--- src/rtl/seg7_scan_controller.sv ---
// seg7_scan_controller
//   Time-multiplexed scan controller for common-anode 7-segment digit arrays.
//   One digit is lit at a time through a shared active-low segment bus, with
//   an all-dark gap between digits to suppress ghosting. New digit data is
//   staged in a pending register and only copied to the visible register at
//   a frame boundary, so a single frame never mixes old and new values.
//
//   Optional feature macro: LEADING_ZERO_BLANK_EN
//     When defined, a zero digit whose higher digits are all zero is blanked
//     (digit 0 is always shown). When undefined, every digit is decoded as-is.

module seg7_scan_controller #(
  parameter int NUM_DIGITS   = 4,
  parameter int REFRESH_DIV  = 50000,
  parameter int BLANK_CYCLES = 16
) (
  input  logic                    clk,
  input  logic                    rst,
  input  logic                    load,
  input  logic [4*NUM_DIGITS-1:0] digits_in,
  input  logic                    en,
  output logic [6:0]              seg,
  output logic [NUM_DIGITS-1:0]   an,
  output logic                    frame_tick
);

  // One shared counter serves both phases, so it is sized for the longer one.
  localparam int CNT_TOP = ((REFRESH_DIV > BLANK_CYCLES) ? REFRESH_DIV : BLANK_CYCLES) - 1;
  localparam int CNT_W   = (CNT_TOP < 1) ? 1 : $clog2(CNT_TOP + 1);
  localparam int IDX_W   = $clog2(NUM_DIGITS);

  localparam logic [CNT_W-1:0] SHOW_LAST  = CNT_W'(REFRESH_DIV - 1);
  // With no gap configured, the post-reset BLANK state still lasts one cycle.
  localparam logic [CNT_W-1:0] BLANK_LAST = CNT_W'((BLANK_CYCLES == 0) ? 0 : BLANK_CYCLES - 1);
  localparam logic [IDX_W-1:0] IDX_LAST   = IDX_W'(NUM_DIGITS - 1);
  localparam logic [6:0]       SEG_OFF    = 7'b1111111;

  typedef enum logic {
    ST_BLANK,
    ST_SHOW
  } state_t;

  state_t                  state;
  state_t                  state_next;
  logic [CNT_W-1:0]        cnt;
  logic [CNT_W-1:0]        cnt_next;
  logic [IDX_W-1:0]        idx;
  logic [IDX_W-1:0]        idx_next;
  logic                    wrap;

  logic [4*NUM_DIGITS-1:0] disp_reg;
  logic [4*NUM_DIGITS-1:0] pend_reg;
  logic                    pend_valid;

  logic [3:0]              cur_digit;
  logic                    lead_blank;
  logic [6:0]              seg_next;
  logic [NUM_DIGITS-1:0]   an_next;

  // BCD to active-low {a,b,c,d,e,f,g}; non-decimal codes are forced dark.
  function automatic logic [6:0] decode(input logic [3:0] d);
    logic [6:0] s;
    case (d)
      4'd0:    s = 7'b0000001;
      4'd1:    s = 7'b1001111;
      4'd2:    s = 7'b0010010;
      4'd3:    s = 7'b0000110;
      4'd4:    s = 7'b1001100;
      4'd5:    s = 7'b0100100;
      4'd6:    s = 7'b0100000;
      4'd7:    s = 7'b0001111;
      4'd8:    s = 7'b0000000;
      4'd9:    s = 7'b0000100;
      default: s = SEG_OFF;
    endcase
    return s;
  endfunction

  // Scan position register: phase, dwell counter and current digit index.
  always_ff @(posedge clk or posedge rst) begin
    if (rst) begin
      state <= ST_BLANK;
      cnt   <= '0;
      idx   <= '0;
    end else begin
      state <= state_next;
      cnt   <= cnt_next;
      idx   <= idx_next;
    end
  end

  // Next scan position; everything holds while en is low. wrap marks the
  // frame boundary, i.e. the cycle on which idx returns to digit 0.
  always_comb begin
    state_next = state;
    cnt_next   = cnt;
    idx_next   = idx;
    wrap       = 1'b0;
    if (en) begin
      case (state)
        ST_BLANK: begin
          if (cnt == BLANK_LAST) begin
            state_next = ST_SHOW;
            cnt_next   = '0;
          end else begin
            cnt_next = cnt + CNT_W'(1);
          end
        end
        ST_SHOW: begin
          if (cnt == SHOW_LAST) begin
            cnt_next   = '0;
            state_next = (BLANK_CYCLES == 0) ? ST_SHOW : ST_BLANK;
            if (idx == IDX_LAST) begin
              idx_next = '0;
              wrap     = 1'b1;
            end else begin
              idx_next = idx + IDX_W'(1);
            end
          end else begin
            cnt_next = cnt + CNT_W'(1);
          end
        end
        default: begin
          state_next = ST_BLANK;
          cnt_next   = '0;
        end
      endcase
    end
  end

  // Select the visible nibble for the digit currently being scanned.
  always_comb begin
    cur_digit = '0;
    for (int k = 0; k < NUM_DIGITS; k++) begin
      if (idx == IDX_W'(k)) begin
        cur_digit = disp_reg[4*k +: 4];
      end
    end
  end

`ifdef LEADING_ZERO_BLANK_EN
  // A digit is a leading zero when it and every digit above it are zero;
  // digit 0 is excluded so that a value of zero still shows "0".
  always_comb begin
    lead_blank = 1'b0;
    for (int k = 1; k < NUM_DIGITS; k++) begin
      if (idx == IDX_W'(k)) begin
        lead_blank = ((disp_reg >> (4*k)) == '0);
      end
    end
  end
`else
  assign lead_blank = 1'b0;
`endif

  // Pin values for the next cycle: dark unless enabled and in the lit phase.
  always_comb begin
    seg_next = SEG_OFF;
    an_next  = '1;
    if (en && (state == ST_SHOW)) begin
      for (int k = 0; k < NUM_DIGITS; k++) begin
        an_next[k] = (idx != IDX_W'(k));
      end
      seg_next = lead_blank ? SEG_OFF : decode(cur_digit);
    end
  end

  // Registered pin drivers keep the board outputs glitch-free.
  always_ff @(posedge clk or posedge rst) begin
    if (rst) begin
      seg        <= SEG_OFF;
      an         <= '1;
      frame_tick <= 1'b0;
    end else begin
      seg        <= seg_next;
      an         <= an_next;
      frame_tick <= wrap;
    end
  end

  // Double-buffered digit data: loads land in pend_reg and are promoted at the
  // frame boundary; a load coinciding with the boundary goes straight through.
  always_ff @(posedge clk or posedge rst) begin
    if (rst) begin
      disp_reg   <= '0;
      pend_reg   <= '0;
      pend_valid <= 1'b0;
    end else if (load && wrap) begin
      disp_reg   <= digits_in;
      pend_valid <= 1'b0;
    end else if (load) begin
      pend_reg   <= digits_in;
      pend_valid <= 1'b1;
    end else if (wrap && pend_valid) begin
      disp_reg   <= pend_reg;
      pend_valid <= 1'b0;
    end
  end

endmodule

--- config.mk ---
export PLATFORM = sky130hd
export DESIGN_NAME = seg7_scan_controller
export DESIGN_NICKNAME = d
export VERILOG_FILES = /design/src/rtl/seg7_scan_controller.sv
export SDC_FILE = /design/constraint.sdc
export NUM_CORES = 1
export LEC_CHECK = 0
export ABC_AREA = 1
export CAP_MARGIN = 20
export CELL_PAD_IN_SITES_DETAIL_PLACEMENT = 1
export CELL_PAD_IN_SITES_GLOBAL_PLACEMENT = 1
export CORE_ASPECT_RATIO = 1.4
export CORE_MARGIN = 4
export CORE_UTILIZATION = 40
export CTS_CLUSTER_DIAMETER = 80
export DETAILED_ROUTE_END_ITERATION = 10
export PLACE_DENSITY_LB_ADDON = 0.1
export SYNTH_ARGS = -nofsm -noshare
export SYNTH_HDL_FRONTEND = slang
export SYNTH_SLANG_ARGS = --single-unit
--- constraint.sdc ---
create_clock -name clk -period 2.6 [get_ports clk]
set_input_delay 0.52 -clock clk [delete_from_list [all_inputs] [get_ports clk]]
set_output_delay 0.52 -clock clk [all_outputs]
set_load 0.1 [all_outputs]
* Word-level counts from Yosys, hierarchy flattened
Memories as Yosys holds them, arrays and structs flattened.
Cells that the tools add are included.
** Word-level totals
- Flip-flop bits (word level) :: 64
- ROM bits :: 112
- Output and inout bits :: 12
- Memories :: 1
** Memories
- (name not given) :: depth 16, bits a word 7, read ports 1, clocked after memory_dff 0, wr ports 0, line 63 : case (d)
** Operators by class
- Add/subtract/negate cells :: 2
- Eq/ne operators :: 9
- Multiplexer cells :: 23
- Bitwise gates (word level) :: 2
- Reductions and logical operators :: 10
** Operators by type and width (count)
- 16-bit 2-to-1 mux :: 5
- 16-bit one-hot mux with 2 select lines :: 1
- 4-bit 2-to-1 mux :: 5
- 16-bit by 1-bit adder with 16-bit output, second input constant :: 1
- 16-bit equality test, second input constant :: 1
- 16-bit by 4-bit equality test with 1-bit output, second input constant :: 1
- 1-bit 2-to-1 mux :: 9
- 7-bit 2-to-1 mux :: 1
- 2-bit equality test, second input constant :: 2
- 2-bit by 1-bit != test with 1-bit output, second input constant :: 2
- 2-bit != test, second input constant :: 2
- 2-bit AND reduction :: 2
- 2-bit nonzero test :: 2
- 1-bit logical AND :: 3
- 3-bit AND reduction :: 1
- 3-bit nonzero test :: 1
- 2-bit by 1-bit adder with 2-bit output, second input constant :: 1
- 2-bit by 1-bit equality test with 1-bit output, second input constant :: 1
- 2-bit zero test :: 1
- 2-bit 2-to-1 mux :: 1
- 1-bit inverter :: 2
- 1-bit one-hot mux with 2 select lines :: 1

* Logic depth before layout (Yosys ltp)
Gate-level depths: netlist of the first run.
- Word-level depth :: 9
- Depth in mapped cells :: 13

* Least setup slack after synthesis of the first run
No wires, ideal clock.
- Path kind :: reg-to-reg
- From :: reg idx[1]
- To :: reg seg[0]
- Data arrival time :: 1.947 ns
- Path slack :: 0.563 ns
- Stages on the path, launching flop included :: 12
- Period minus slack after synthesis :: 2.037 ns
- Cell sequence :: dfrtp_1 inv_1 ha_1 inv_1 nand3_1 a21oi_1 o21ai_0 inv_1 ha_1 nand3b_1 nand3_1 nand3_1
** Between the ends
- Longest elaborated chain between the ends :: 7
- Elaborated cells on any way between the ends :: 10
- Classes of those cells :: eq/ne: 3; mux: 5; reduce/logical: 1; memory: 1
** RTL lines
- start, declared :: line 47 : logic [IDX_W-1:0] idx;
- start signal, assigned :: line 88 : idx <= idx_next;
- 2-bit zero test :: line 135 : if (idx == IDX_W'(k)) begin
- 4-bit 2-to-1 mux (3 in a row) :: line 135
- 4-bit 2-to-1 mux * :: line 135
- memory read 16 x 7 bit *
- 7-bit 2-to-1 mux * :: line 160 : if (en && (state == ST_SHOW)) begin
- net seg_next[0] :: line 57 : logic [6:0] seg_next;
- end signal, assigned :: line 175 : seg <= seg_next;
- end, declared :: line 22 : output logic [6:0] seg,
Mark *: on every way through the listed nets, which the timed path passes. The rest lies on a longest branch.
A chain may end at the register's enable or synchronous reset.

* Final worst setup path of the first run
- From :: reg idx[1]
- To :: reg seg[2]
The elaborated chain is that of the path after synthesis.

==> results of run 1 <==
layer usage:
| layer | wire (µm) | track usage [%] | vias to the layer above |
|---|---|---|---|
| li1 | - | - | 1464 |
| met3 | 243 | 3.347 | 15 |
| met2 | 4589 | 32.46 | 33 |
| met4 | 206 | 8.480 | 0 |
| met5 | 0 | 0 | - |
| met1 | 3349 | 21.09 | 1424 |
cell usage after synthesis, drive strengths merged:
| master | count | area share [%] |
|---|---|---|
| dfrtp | 53 | 38 |
| buf | 10 | 2.1 |
| ha | 11 | 4.0 |
| nand3b | 2 | 0.43 |
| or2 | 2 | 0.36 |
| o21ai | 5 | 0.72 |
| nor3 | 5 | 0.72 |
| nand2 | 161 | 18 |
| inv | 51 | 5.5 |
| dfstp | 11 | 8.3 |
| xor2 | 12 | 3.0 |
| o21bai | 1 | 0.32 |
| a21oi | 10 | 1.4 |
| nand3 | 41 | 6.3 |
| clkbuf | 3 | 0.32 |
| a22oi | 1 | 0.22 |
| nor2 | 62 | 7.9 |
| nand4 | 9 | 2.5 |
| clkinv | 1 | 0.11 |
how the worst min path moves through the flow:
stage | from | end | slack, ns | depth (start not counted)
2_1_floorplan | disp_reg[14] | disp_reg[14] | 0.44 | 2
3_3_place_gp | pend_reg[8] | pend_reg[8] | 0.45 | 2
3_5_place_dp | pend_reg[7] | pend_reg[7] | 0.46 | 2
4_1_cts | pend_reg[5] | pend_reg[5] | 0.47 | 2
5_1_grt | pend_reg[1] | pend_reg[1] | 0.49 | 2
6_report | pend_reg[5] | pend_reg[5] | 0.47 | 2
worst max-delay path, stage by stage, from the launching register on:
cell and delay (ns):
dfrtp_1 0.39, inv_1 0.11, ha_1 0.28, inv_1 0.12
nand3_1 0.08, nand2_1 0.06, nand2_1 0.08, nand2_1 0.05
o21ai_0 0.23, ha_1 0.25, nand2_1 0.09, a21oi_1 0.21
nand2_1 0.08
where the power goes:
part	internal (mW)	switching, mW	total, mW
sequential	1.08	0.0755	1.16
combinational	0.124	0.225	0.348
clock	0.728	0.420	1.15
total	1.93	0.720	2.65
area by class of cell:
cell class / instances / area [µm²] / share of cell area (%)
well taps: 105 / 131.4 / 3.155
multi-input cells: 322 / 1589 / 38.16
repair buffers: 38 / 345.3 / 8.293
flip-flops and latches: 64 / 1615 / 38.79
inverters: 52 / 195.2 / 4.687
clock inverters: 2 / 12.51 / 0.3005
clock buffers: 14 / 275.3 / 6.611
through the flow:
step | util (%) | setup slack, ns | instance area (µm²)
finish | 48.66 | 0.4904 | 4164
CTS | 48.66 | 0.4599 | 4164
floorplan | - | 0.5001 | 3483
detailed placement | 45.29 | 0.4228 | 3876
global route | 48.66 | 0.2211 | 4164
global placement | 45.29 | 0.4553 | 3876
logic make-up after synthesis:
kind of cell / Yosys count / synth area share [%]
AOI/OAI and AO/OA: 17 / 2.694
xor gates and xnor gates: 12 / 3.017
adders and majority gates: 11 / 3.951
buffers and inverters: 65 / 8.010
DFF: 64 / 46.37
and+or+nand+nor: 282 / 35.96
==> summary.md, run 1 <==
| Metric | Value |
|---|---|
| Final net count | `518` |
| I/O pin total | `32` |
| Crit path from | `idx[1]` |
| Min-Delay Path Class | `register to register` |
| Commonest non-fill, non-tap cell in the layout | `nand2_1` |
| Final hold violation count | `0` |
| Gr usage total | `18.47%` |
| First-pass GRT wire length | `14920 µm` |
| Drt first pass iters | `4` |
| RSZ-0062 raised after global routing | `false` |
| Most frequent cells in the layout | `nand2_1, dfrtp_1, nor2_1` |
| Total CTS buffers | `9` |
| Actual transition at the worst max-transition pin | `0.5851 ns` |
| Clock Sinks | `64` |
| Tightest hold margin | `0.4667 ns` |
| Max Freq | `474.0 MHz` |
| Critical Path RT | `2.85 ns` |
| Vias per cell | `4.918` |
| Synth warn | `0` |
| Skew-Pair Late Insertion Delay | `0.33 ns` |
| Final std cells w/o fill | `597` |
| Reg-to-reg startpoint | `idx[1]` |
| Antenna violations before repair | `0` |
| Die Height | `118.4 µm` |
| Post-synth cell types | `30` |
| Core area | `0.008558 mm²` |
| DRC | `0` |
| Total Power | `2.653 mW` |
| ANT cells | `0` |
| # resized after CTS | `0` |
| Max-slew violations | `0` |
| RR Endpoint | `seg[2]` |
| Syn-to-layout area delta | `19.54%` |
| Per-cell routed wire length | `14.05 µm` |
| Hpwl dp | `6252 µm` |
| Lkg Pwr | `2.193 nW` |
| Synthesized instance count | `451` |
| CTS tree | `built` |
| Final setup fails | `0` |
| WS Path Type | `register to register` |
| Port bufs | `31` |
| Arrival time worst endpoint | `2.36 ns` |
| GPL Wtd Cong | `0.8113` |
| Post-layout min period | `2.110 ns` |
| Period utilisation layout | `81.14%` |
| Setup slack, reg-to-reg | `0.49 ns` |
| Routed via count | `2936` |
| Vias in the first global route | `3151` |
| Cts hold-fix bufs | `0` |
| Critical Path Sink Type | `register` |
| Peak supply drop | `0.3574 mV` |
| Power Density | `637.1 mW/mm²` |
| CP Max Fanout | `6` |
| Clock Path Buffers | `2` |
| CP Capture Point | `seg[2]` |
| Max Cap Violations | `0` |
| Max-slew headroom | `60.58%` |
| Largest net degree at the start of global routing | `43` |
| R2R depth | `12` |
| Initial core utilization | `40.70%` |
| Remaining global-route overflow | `0` |
| Status | `finished clean` |
| Rows | `40` |
| Clock Skew | `0.007242 ns` |
| Worst setup SP type | `register` |
| Layout cells sized above 1 | `13.62%` |
| Cells after DPL | `581` |
| Overall die area | `0.01029 mm²` |
| Die width | `86.87 µm` |
| Seq/Total Area, Yosys | `46.37%` |
| Total setup buffers inserted after CTS | `0` |
| Clock transition at path regs | `0.05 ns` |
| Syn Nets | `482` |
| Setup TNS | `0 ns` |
| H-tree levels | `3` |
| DRT iter0 DRCs | `106` |
| Post-Syn Area | `0.003483 mm²` |
| Syn_area_per_cell | `7.724 µm²` |
| Post-synthesis register bit count | `64` |
| Fill count | `1072` |
| Drt total wl | `8388 µm` |
| Clock tree root buffer cell | `clkbuf_16` |
| Detail Route Antenna Nets | `0` |
No activity file was read; power rests on OpenSTA's default activity.
==> inputs of run 2 (changes only) <==
Clock period 2.6 ns to 2.1 ns, I/O delays scaled along.
==> summary.md, run 2 (same netlist as run 1, synthesis figures left out) <==
| Metric | Value |
|---|---|
| Rows | `40 (unchanged)` |
| Remaining global-route overflow | `0 (unchanged)` |
| Min-Delay Path Class | `input pin to asynchronous set/reset pin` |
| Layout cells sized above 1 | `17.03% (+3.4 points)` |
| Total CTS buffers | `9 (unchanged)` |
| CP Max Fanout | `8 (+2)` |
| Syn-to-layout area delta | `24.28%` |
| Worst setup SP type | `register` |
| RSZ-0062 raised after global routing | `true` |
| Arrival time worst endpoint | `2.19 ns (-0.17 ns)` |
| CTS tree | `built` |
| Post-layout min period | `1.947 ns (-0.1628 ns)` |
| Die width | `86.87 µm (unchanged)` |
| Logic pwr share | `13.0% (about the same)` |
| Clock tree root buffer cell | `clkbuf_16` |
| Clock Sinks | `64 (unchanged)` |
| Drt total wl | `9076 µm (+8.2%)` |
| Max-slew headroom | `64.90% (+4.3 points)` |
| Lkg Pwr | `2.246 nW (+2.4%)` |
| Fill count | `1047 (-2.3%)` |
| Peak supply drop | `0.4882 mV (+37%)` |
| Critical Path Sink Type | `register` |
| Power Density | `779.9 mW/mm² (+22%)` |
| Die Height | `118.4 µm (unchanged)` |
| Clock Skew | `0.008542 ns (+0.001300 ns)` |
| WS Path Type | `register to register` |
| Most frequent cells in the layout | `nand2_1, dfrtp_1, nor2_1` |
| Pint | `2.475 mW (+28%)` |
| Cts hold-fix bufs | `0 (unchanged)` |
| Clock transition at path regs | `0.06 ns (about the same)` |
| DRC | `0 (unchanged)` |
| ANT cells | `0 (unchanged)` |
| FF/Latch Area | `0.001618 mm² (+0.15%)` |
| Final setup fails | `0 (unchanged)` |
| Drt first pass iters | `4 (unchanged)` |
| Multi-input logic area | `0.001647 mm² (+3.6%)` |
| Seq pwr share | `42.4% (-1.2 points)` |
| Final net count | `525 (+1.4%)` |
| Largest net degree at the start of global routing | `27 (-37%)` |
| Vias per cell | `4.919 (about the same)` |
| Vias in the first global route | `3233 (+2.6%)` |
| Detail Route Antenna Nets | `0 (unchanged)` |
| DRT iter0 DRCs | `78 (-26%)` |
| Core area | `0.008558 mm² (unchanged)` |
| Commonest non-fill, non-tap cell in the layout | `nand2_1` |
| Final instance area | `0.004329 mm² (+4.0%)` |
| Antenna violations before repair | `0 (unchanged)` |
| Skew-Pair Late Insertion Delay | `0.33 ns (about the same)` |
| Switching share of power | `26.69% (-0.46 points)` |
| Max-slew violations | `0 (unchanged)` |
| Hpwl dp | `6558 µm (+4.9%)` |
| Clock Path Buffers | `2 (unchanged)` |
| Max Freq | `513.7 MHz (+8.4%)` |
| Routed via count | `2971 (+1.2%)` |
| First-pass GRT wire length | `15270 µm (+2.3%)` |
| GPL Wtd Cong | `0.8160 (+0.58%)` |
| Port bufs | `31 (unchanged)` |
| Setup ws final | `0.1532 ns (-0.3372 ns)` |
| Overall die area | `0.01029 mm² (unchanged)` |
| I/O pin total | `32 (unchanged)` |
| Actual transition at the worst max-transition pin | `0.5259 ns (-0.05923 ns)` |
| Max Cap Violations | `0 (unchanged)` |
| Gr usage total | `18.98% (+0.51 points)` |
| DP Area | `0.003959 mm² (+2.1%)` |
| H-tree levels | `3 (unchanged)` |
| Status | `finished clean` |
| Per-cell routed wire length | `15.03 µm (+6.9%)` |
| Psw | `901.1 µW (+25%)` |
| Pre-CTS setup slack | `0.09337 ns (-0.3295 ns)` |
| Initial core utilization | `40.70% (unchanged)` |
| Period utilisation layout | `92.70% (+12 points)` |
| Final hold violation count | `0 (unchanged)` |
| Clock share of power | `44.7% (+1.4 points)` |
| Critical Path RT | `2.34 ns (-0.51 ns)` |
-- run 2: final timing paths --
path	startpoint	end	cells past startpoint	slack, ns
setup / recovery	idx[0]	seg[1]	10	0.15
hold / removal	rst	disp_reg[11]	2	0.42
setup reg to reg	idx[0]	seg[1]	10	0.15
hold reg to reg	pend_reg[15]	pend_reg[15]	2	0.47
max in group asynchronous	rst	an[2]	3	1.12
min in group clk	pend_reg[15]	pend_reg[15]	2	0.47
-- run 2: through the flow --
step / instances / power, mW / setup TNS [ns] / utilization [%] / hold slack [ns]
2_1_floorplan: 451 / 1.736 / 0 / - / 0.4412
3_3_place_gp: 587 / 1.871 / 0 / 46.26 / 0.4541
3_5_place_dp: 587 / 1.893 / 0 / 46.26 / 0.4581
4_1_cts: 603 / 3.434 / 0 / 49.77 / 0.4274
5_1_grt: 604 / 3.543 / -0.05064 / 50.58 / 0.4540
6_report: 604 / 3.376 / 0 / 50.58 / 0.4201
-- run 2: timing repair --
action                                  4_1_cts  5_1_grt
buffers inserted                              0        1
endpoints found under the setup margin        0        6
gates resized for setup                       0       17
-- run 2: layout make-up --
cell class | count | area share (%)
clock buffer | 13 | 6.012
clock inverter | 3 | 0.9249
inverter | 52 | 4.566
multi-input combinational | 322 | 38.03
sequential | 64 | 37.37
tap | 105 | 3.035
timing repair buffer | 45 | 10.06
-- run 2: metal layers --
metal  GRT usage, %  up-vias  part of all wire [%]
met2          34.46       38                    56
met5              0        -                     0
met3          3.905       21                   2.4
met4          8.869        0                   3.3
li1               -     1478                     -
met1          20.29     1434                    38
-- run 2: critical path, stage by stage, from the launching register on --
cell and delay [ns]:
dfrtp_2 0.45, ha_4 0.20, inv_2 0.08, or2_2 0.27, o21ai_1 0.07, buf_4 0.15, inv_1 0.06, ha_1 0.18
nand3b_1 0.18, nand3_1 0.10, nand3_1 0.09
-- run 2: power groups by stage --
| stage | clock network (mW) | logic [mW] | registers, mW |
|---|---|---|---|
| floorplan | 0 | 0.259 | 1.48 |
| global placement | 0 | 0.425 | 1.45 |
| detailed placement | 0 | 0.442 | 1.45 |
| global route | 1.60 | 0.499 | 1.45 |
| CTS | 1.55 | 0.449 | 1.43 |
| finish | 1.51 | 0.438 | 1.43 |
